===== src/rtl/mult2_fitness_scorer.sv =====
// Fitness scorer for evolved 2x2-bit multipliers: compares packed candidate
// product words lane by lane against the true product and keeps the best score.
//
// state | meaning
// IDLE  | waiting for a candidate, in_ready high
// SCORE | one product word compared per cycle, step 0..3
// DONE  | score held on out_valid until out_ready
module mult2_fitness_scorer #(
  parameter int W  = 16,
  parameter int SW = $clog2(4*W+1)
) (
  input  logic          clk,
  input  logic          rst,
  input  logic          clear_best,
  input  logic          in_valid,
  output logic          in_ready,
  input  logic [W-1:0]  a1,
  input  logic [W-1:0]  a0,
  input  logic [W-1:0]  b1,
  input  logic [W-1:0]  b0,
  input  logic [W-1:0]  y3,
  input  logic [W-1:0]  y2,
  input  logic [W-1:0]  y1,
  input  logic [W-1:0]  y0,
  output logic          out_valid,
  input  logic          out_ready,
  output logic [SW-1:0] score,
  output logic          perfect,
  output logic [SW-1:0] best_score,
  output logic [15:0]   best_idx,
  output logic [15:0]   ind_idx
);

  typedef enum logic [1:0] {IDLE, SCORE, DONE} state_t;

  state_t        state, state_nx;
  logic [W-1:0]  ra1, ra0, rb1, rb0, ry3, ry2, ry1, ry0;
  logic [1:0]    step;
  logic [SW-1:0] acc, acc_nx, score_r, best_r;
  logic [15:0]   best_idx_r, ind_r;
  logic [W-1:0]  p_sel, y_sel;
  logic          done_entry;

  function automatic logic [SW-1:0] popcnt(input logic [W-1:0] v);
    logic [SW-1:0] c;
    c = '0;
    for (int i = 0; i < W; i++) c = c + SW'(v[i]);
    return c;
  endfunction

  // reference product bit for the current step, from the registered operands
  always_comb begin
    p_sel = '0;
    y_sel = '0;
    case (step)
      2'd0: begin p_sel = ra0 & rb0;                     y_sel = ry0; end
      2'd1: begin p_sel = (ra1 & rb0) ^ (ra0 & rb1);     y_sel = ry1; end
      2'd2: begin p_sel = ra1 & rb1 & ~(ra0 & rb0);      y_sel = ry2; end
      default: begin p_sel = ra1 & ra0 & rb1 & rb0;      y_sel = ry3; end
    endcase
    acc_nx = acc + SW'(W) - popcnt(y_sel ^ p_sel);
  end

  assign done_entry = (state == SCORE) && (step == 2'd3);

  always_comb begin
    state_nx  = state;
    in_ready  = 1'b0;
    out_valid = 1'b0;
    case (state)
      IDLE: begin
        in_ready = 1'b1;
        if (in_valid) state_nx = SCORE;
      end
      SCORE: begin
        if (step == 2'd3) state_nx = DONE;
      end
      DONE: begin
        out_valid = 1'b1;
        if (out_ready) state_nx = IDLE;
      end
      default: state_nx = IDLE;
    endcase
  end

  always_ff @(posedge clk) begin
    if (rst) begin
      state      <= IDLE;
      step       <= '0;
      acc        <= '0;
      score_r    <= '0;
      best_r     <= '0;
      best_idx_r <= '0;
      ind_r      <= '0;
      ra1 <= '0; ra0 <= '0; rb1 <= '0; rb0 <= '0;
      ry3 <= '0; ry2 <= '0; ry1 <= '0; ry0 <= '0;
    end else begin
      state <= state_nx;
      case (state)
        IDLE: begin
          if (in_valid) begin
            ra1 <= a1; ra0 <= a0; rb1 <= b1; rb0 <= b0;
            ry3 <= y3; ry2 <= y2; ry1 <= y1; ry0 <= y0;
            step <= '0;
            acc  <= '0;
          end
        end
        SCORE: begin
          step <= step + 2'd1;
          acc  <= acc_nx;
          if (step == 2'd3) score_r <= acc_nx;
        end
        default: ;
      endcase
      // clear overrides a coinciding best update
      if (clear_best) begin
        best_r     <= '0;
        best_idx_r <= '0;
        ind_r      <= '0;
      end else if (done_entry) begin
        if (acc_nx > best_r) begin
          best_r     <= acc_nx;
          best_idx_r <= ind_r;
        end
        ind_r <= ind_r + 16'd1;
      end
    end
  end

  assign score      = score_r;
  assign perfect    = (score_r == SW'(4*W));
  assign best_score = best_r;
  assign best_idx   = best_idx_r;
  assign ind_idx    = ind_r;

endmodule


===== config.mk =====
export PLATFORM = sky130hd
export DESIGN_NAME = mult2_fitness_scorer
export DESIGN_NICKNAME = d
export VERILOG_FILES = /design/src/rtl/mult2_fitness_scorer.sv
export SDC_FILE = /design/constraint.sdc
export NUM_CORES = 1
export LEC_CHECK = 0
export ABC_CLOCK_PERIOD_IN_PS = 9300
export CORE_UTILIZATION = 51
export CTS_CLUSTER_DIAMETER = 200
export DETAILED_ROUTE_END_ITERATION = 7
export PLACE_DENSITY = 0.79
export SYNTH_ARGS = -nofsm -noshare
export SYNTH_HDL_FRONTEND = slang
export SYNTH_SLANG_ARGS = --single-unit

===== constraint.sdc =====
create_clock -name clk -period 9.3 [get_ports clk]
set_input_delay 1.395 -clock clk [delete_from_list [all_inputs] [get_ports clk]]
set_output_delay 1.395 -clock clk [all_outputs]
set_load 0.02 [all_outputs]

; ---- Yosys cells after proc, flatten, opt, wreduce, memory -nomap -nowiden
; Cells that the tools add are included.
[word_totals]
mem_bits_ro = 0
latch_bits = 0
ff_bits = 185
in_bits = 133
ramBits = 0
memories = 0
[classes]
mux = 12
mul = 0
n_reduce_logical = 10
div = 0
order_cmp = 1
eq_ne = 9
add_sub_neg = 19
shifts = 0
bitwise = 11
[op_table]
columns = operator, count
row1 = 16-bit bitwise AND, 8
row2 = 16-bit case mux with 3 select lines, 2
row3 = 7-bit by 1-bit adder with 7-bit output, 9
row4 = 16-bit XOR, 2
row5 = 16-bit by 1-bit adder with 16-bit output (second input constant), 1
row6 = 16-bit inverter, 1
row7 = 7-bit case mux with 2 select lines, 1
row8 = 2-bit two-way mux, 4
row9 = 2-bit AND reduction, 4
row10 = 6-bit by 1-bit adder with 7-bit output, 1
row11 = 7-bit by 5-bit adder with 7-bit output (second input constant), 1
row12 = 7-bit == test (second input constant), 1
row13 = 7-bit greater-than comparator, 1
row14 = 7-bit two-way mux, 1
row15 = 7-bit subtractor, 1
row16 = 5-bit by 1-bit adder with 6-bit output, 1
row17 = 2-bit == test (second input constant), 3
row18 = 2-bit case mux with 3 select lines, 1
row19 = 4-bit by 1-bit adder with 5-bit output, 1
row20 = 3-bit by 1-bit adder with 4-bit output, 1
row21 = 2-bit by 1-bit == test with 1-bit output (second input constant), 2
row22 = 2-bit zero test, 2
row23 = 2-bit != test (second input constant), 2
row24 = 2-bit case mux with 2 select lines, 1
row25 = other kinds (9), 10

; ---- Depth between registers and ports, before layout
[depth]
ltp_word = 23
ltp_mapped = 32
mapped_depth_nobuf = 27

; ---- Worst setup path before layout
; OpenSTA, ideal clock, no wires.
[synth_path]
path_kind = reg2reg
startpoint = register step[0]
endpoint = register best_idx_r[4] (netlist: best_idx[4])
setup_ns = 0.128
path_stages_with_launch = 33
setup_slack_ns = 2.700
period_less_slack_ns = 6.600
required_time_ns = 9.172
path_buffers = 5
arrival_ns = 6.473
cell_sequence = dfxtp_1 -> inv_1 -> ha_1 -> buf_2 -> nand2b_1 -> buf_4 -> buf_4 -> a21oi_1 -> a221oi_2 -> xnor2_1 -> mux2i_1 -> fa_1 -> inv_1 -> ha_1 -> fa_1 -> inv_1 -> fa_1 -> fa_1 -> inv_1 -> ha_1 -> ha_1 -> fa_1 -> a21o_1 -> a21oi_1 -> xnor2_1 -> ha_1 -> nand4_1 -> a21oi_1 -> o21bai_4 -> buf_8 -> buf_8 -> mux2i_1 -> nor2_1
[synth_between]
elab_chain_cells = 21
elab_cells_between_ends = 26
[synth_rtl]
columns = item, line
row1 = from (decl), 38  ; logic [1:0] step;
row2 = from (signal assigned), 109  ; step <= step + 2'd1;
row3 = "2-bit == test, or another cell as far along", 55  ; case (step)
row4 = 16-bit case mux with 3 select lines, 55
row5 = 16-bit XOR *, 61  ; acc_nx = acc + SW'(W) - popcnt(y_sel ^ p_sel);
row6 = 1-bit by 1-bit adder with 2-bit output, 47  ; for (int i = 0; i < W; i++) c = c + SW'(v[i]);
row7 = 2-bit by 1-bit adder with 3-bit output, 47
row8 = 3-bit by 1-bit adder with 4-bit output, 47
row9 = 4-bit by 1-bit adder with 5-bit output, 47
row10 = 5-bit by 1-bit adder with 6-bit output, 47
row11 = 6-bit by 1-bit adder with 7-bit output, 47
row12 = 7-bit by 1-bit adder with 7-bit output (8 in a row), 47
row13 = 7-bit by 1-bit adder with 7-bit output *, 47
row14 = 7-bit subtractor *, 61
row15 = net acc_nx[6], 39  ; logic [SW-1:0] acc, acc_nx, score_r, best_r;
row16 = 7-bit greater-than comparator *, 121  ; if (acc_nx > best_r) begin
row17 = 2-bit AND reduction (no source line) *, n/a
row18 = to (signal assigned), 123  ; best_idx_r <= ind_r;
row19 = to (decl), 40  ; logic [15:0] best_idx_r, ind_r;
; The timed path passes the listed nets; every way through them passes the cells marked *.
; A chain may end at the register's enable or synchronous reset.

; ---- Worst setup path after layout
[layout_path]
startpoint = register step[0]
endpoint = register best_r[1] (netlist: best_score[1])
[layout_between]
elab_chain_cells = 21
elab_cells_between_ends = 26
[layout_rtl]
columns = item, line
row1 = "2-bit == test, or another cell as far along", 55
row2 = 16-bit case mux with 3 select lines, 55
row3 = 16-bit XOR *, 61
row4 = 1-bit by 1-bit adder with 2-bit output, 47
row5 = 2-bit by 1-bit adder with 3-bit output, 47
row6 = 3-bit by 1-bit adder with 4-bit output, 47
row7 = 4-bit by 1-bit adder with 5-bit output, 47
row8 = 5-bit by 1-bit adder with 6-bit output, 47
row9 = 6-bit by 1-bit adder with 7-bit output, 47
row10 = 7-bit by 1-bit adder with 7-bit output (8 in a row), 47
row11 = 7-bit by 1-bit adder with 7-bit output *, 47
row12 = 7-bit subtractor *, 61
row13 = net acc_nx[6], 39
row14 = 7-bit greater-than comparator *, 121
row15 = 2-bit AND reduction (no source line) *, n/a
row16 = to (signal assigned), 122  ; best_r <= acc_nx;
row17 = to (decl), 39
; Marks and branches as above.

==> results_dict.tcl <==
set metrics [dict create \
    status "completed" \
    seq_power_share 0.321 \
    rsz0062_at_grt "no" \
    routedWlPerCell_microns 15.73 \
    switching_share 0.3684 \
    ys_ff_latch 185 \
    grt_pass1_vias 7599 \
    clockRootBuffer "clkbuf_16" \
    fillCellCount 1440 \
    max_cap_viol_count 0 \
    ant_nets 0 \
    min_period_ps 8198 \
    post_cts_buffers 0 \
    synth_edf_count 0 \
    grt_first_pass_wirelength_microns 36860 \
    syn-cell-area_sq_mm 0.009153 \
    report.final.slew_viol_count 0 \
    endpoint_kind "flip-flop" \
    routed_via_density 5.478 \
    min_path_type "reg -> reg" \
    fin_crit_sh 0.8815 \
    synth_top_area_share 0.4046 \
    synth-async-reset-ratio 0 \
    hold_slack_ps 457.3 \
    cp_max_fo 25 \
    final_nets 1434 \
    clkTransAtPathRegs_ps 70 \
    combPwrFrac 0.399 \
    slew_headroom 0.3463 \
    place_congestion 0.8818 \
    leakage_nw 4.309 \
    drc 0 \
    syn2layout_area_growth_pct 25.95 \
    ff_latch_area_sq_mm 0.003704 \
    start_kind "flip-flop" \
    final-setup-viol-count 0 \
    core_sq_mm 0.01742 \
    timing.fmax_ghz 0.1220 \
    worstPathRequired_ps 9590 \
    clock_latency_ps 440 \
    worst_pin_slew_ps 977.9 \
    ios 182 \
    yosysMostFrequentCell "nand2_1" \
    track_usage 0.2551 \
    synthCells 1115 \
    initial_core_util 0.5255 \
    avgSynthCellArea_sq_um 8.209 \
    n_antenna_cell 0 \
    ys_types 48 \
    cts_sinks 185 \
    hold_viol 0 \
    die-area_sq_mm 0.01849 \
    multi_input_area_sq_mm 0.004922 \
    die_w_microns 136.0 \
    switchingPower_mw 0.9997 \
    gr-total-overflow 0 \
    cts_made_buffers 17 \
    peakVddDrop_v 0.0002945 \
    cts_tree "done" \
    dp_hpwl_microns 16420 \
    drt_wl_total_microns 23410 \
    die_y_microns 136.0 \
    vias 8151 \
    pwr-share-clk 0.279 \
    arrival_ps 8490 \
    synth_top_flop_cell "dfxtp_1" \
    grt_max_degree 91 \
    power_density_mw_per_mm2 235.4 \
    drive_gt1_frac 0.04988 \
    ys_seq_area_frac 0.4046 \
    critPathKind "reg -> reg" \
    fin_setup_tns_ps 0 \
    synth_area_leaders "dfxtp_1, nand2_1, a21oi_1, ha_1, xnor2_1" \
    cts_buffer_depth 2 \
    grt_antenna_before_repair 0 \
    synth.largest_area_cell "dfxtp_1" \
    port-buffer-count 181 \
    dr.pass1.iters 6 \
    ys_warn_count 0 \
    drtIter0Drc 565 \
    p_int_mw 1.714 \
    h-tree-depth 4 \
    post_cts_resized 0 \
    synth_common_cells "nand2_1, dfxtp_1, a21oi_1, nor2_1" \
    cts_hold_buf 0 \
    finClkSkew_ps 10.33 \
    rows 48 \
    synth_fp_nets 1299 \
]
[stage by stage]
stage / power [mW] / area, sq um / setup WS [ps] / std cells / util
after global routing: 2.869 / 11530 / 636.5 / 1488 / 0.6619
after floorplan: 1.631 / 9153 / 2700 / 1115 / -
after detailed placement: 1.915 / 10910 / 1214 / 1456 / 0.6265
after CTS: 2.699 / 11530 / 1178 / 1488 / 0.6619
after global placement: 1.876 / 10910 / 1433 / 1456 / 0.6265
final: 2.713 / 11530 / 1102 / 1488 / 0.6619
[path summary, 6_finish.rpt]
path,start,to,slack [ps],depth (start not counted)
max,step[0],best_score[1],1100,27
min,ry0[1],ry0[1],460,2
max reg2reg,step[0],best_score[1],1100,27
min reg2reg,ry0[1],ry0[1],460,2
[registers in the layout, indices dropped and copies added (netlist names)]
| signal | count |
|---|---|
| best_score | 7 |
| score | 7 |
| ra1 | 16 |
| ry1 | 16 |
| rb1 | 16 |
| acc | 7 |
| ry3 | 16 |
| step | 2 |
| best_idx | 16 |
| ry0 | 16 |
| ry2 | 16 |
| rb0 | 16 |
| ra0 | 16 |
| state | 2 |
| ind_idx | 16 |
[layout make-up]
class,count,share of cell area
flip-flops and latches,185,0.3213
well taps,225,0.02442
clock inverters,14,0.01617
inverters,40,0.01303
multi-input cells,819,0.4270
repair buffers,187,0.1609
clock buffers,18,0.03723
[routing by layer]
metal  GRT usage  routed length [microns]
met1      0.3077                     9766
met2      0.4493                    11900
met3     0.04773                     1168
met4     0.09321                      573
met5           0                        0
[cell families (layout without fill, tap and decap cells)]
family	after synthesis	in the layout	share of synthesized area
AND/OR/NAND/NOR	438	438	0.1989
adder cells (fa/ha/maj)	51	51	0.08120
buffers and inverters	111	259	0.05864
flip-flops	185	185	0.4046
multiplexers	33	33	0.03609
AO/OA/AOI/OAI	247	247	0.1727
XOR/XNOR	50	50	0.04785
[worst max-delay path, stage by stage (launching register included)]
cell      delay, ps
dfxtp_1         350
inv_1           130
ha_1            590
nand2b_1        610
a21oi_1         460
a221oi_2         70
xnor2_1         150
mux2i_1         100
fa_1            450
ha_1            300
inv_1            50
fa_1            500
inv_1            60
fa_1            500
fa_1            540
inv_1            40
ha_1            180
ha_1            210
fa_1            420
a21o_1          180
a21oi_1         190
xnor2_1         250
ha_1            330
nand4_1         130
a21oi_1          90
o21bai_4        800
mux2i_1         320
nor2_1           70
[power by group through the flow]
stage / Clock, mW / Sequential [mW] / Combinational [mW]
6_report: 0.758 / 0.872 / 1.08
5_1_grt: 0.794 / 0.877 / 1.20
4_1_cts: 0.764 / 0.871 / 1.06
3_5_place_dp: 0 / 0.889 / 1.03
3_3_place_gp: 0 / 0.888 / 0.989
2_1_floorplan: 0 / 0.879 / 0.752
[layout by cell type, fill, tap and decap left out, drive strengths merged, types with 3 or more instances in the layout]
cell	instances
nand4	3
fa	14
buf	7
a32o	16
a222oi	16
a21oi	183
nand2b	3
and3	3
nand3	31
nor2	46
inv	45
clkdlybuf4s50	180
ha	37
nor3	6
clkbuf	18
nand2	318
bufinv	3
o21ai	9
a211oi	3
dfxtp	185
or3	3
xor2	12
clkinvlp	4
mux2i	33
and2	17
a221oi	16
xnor2	38
No activity file was read; power rests on OpenSTA's default activity.
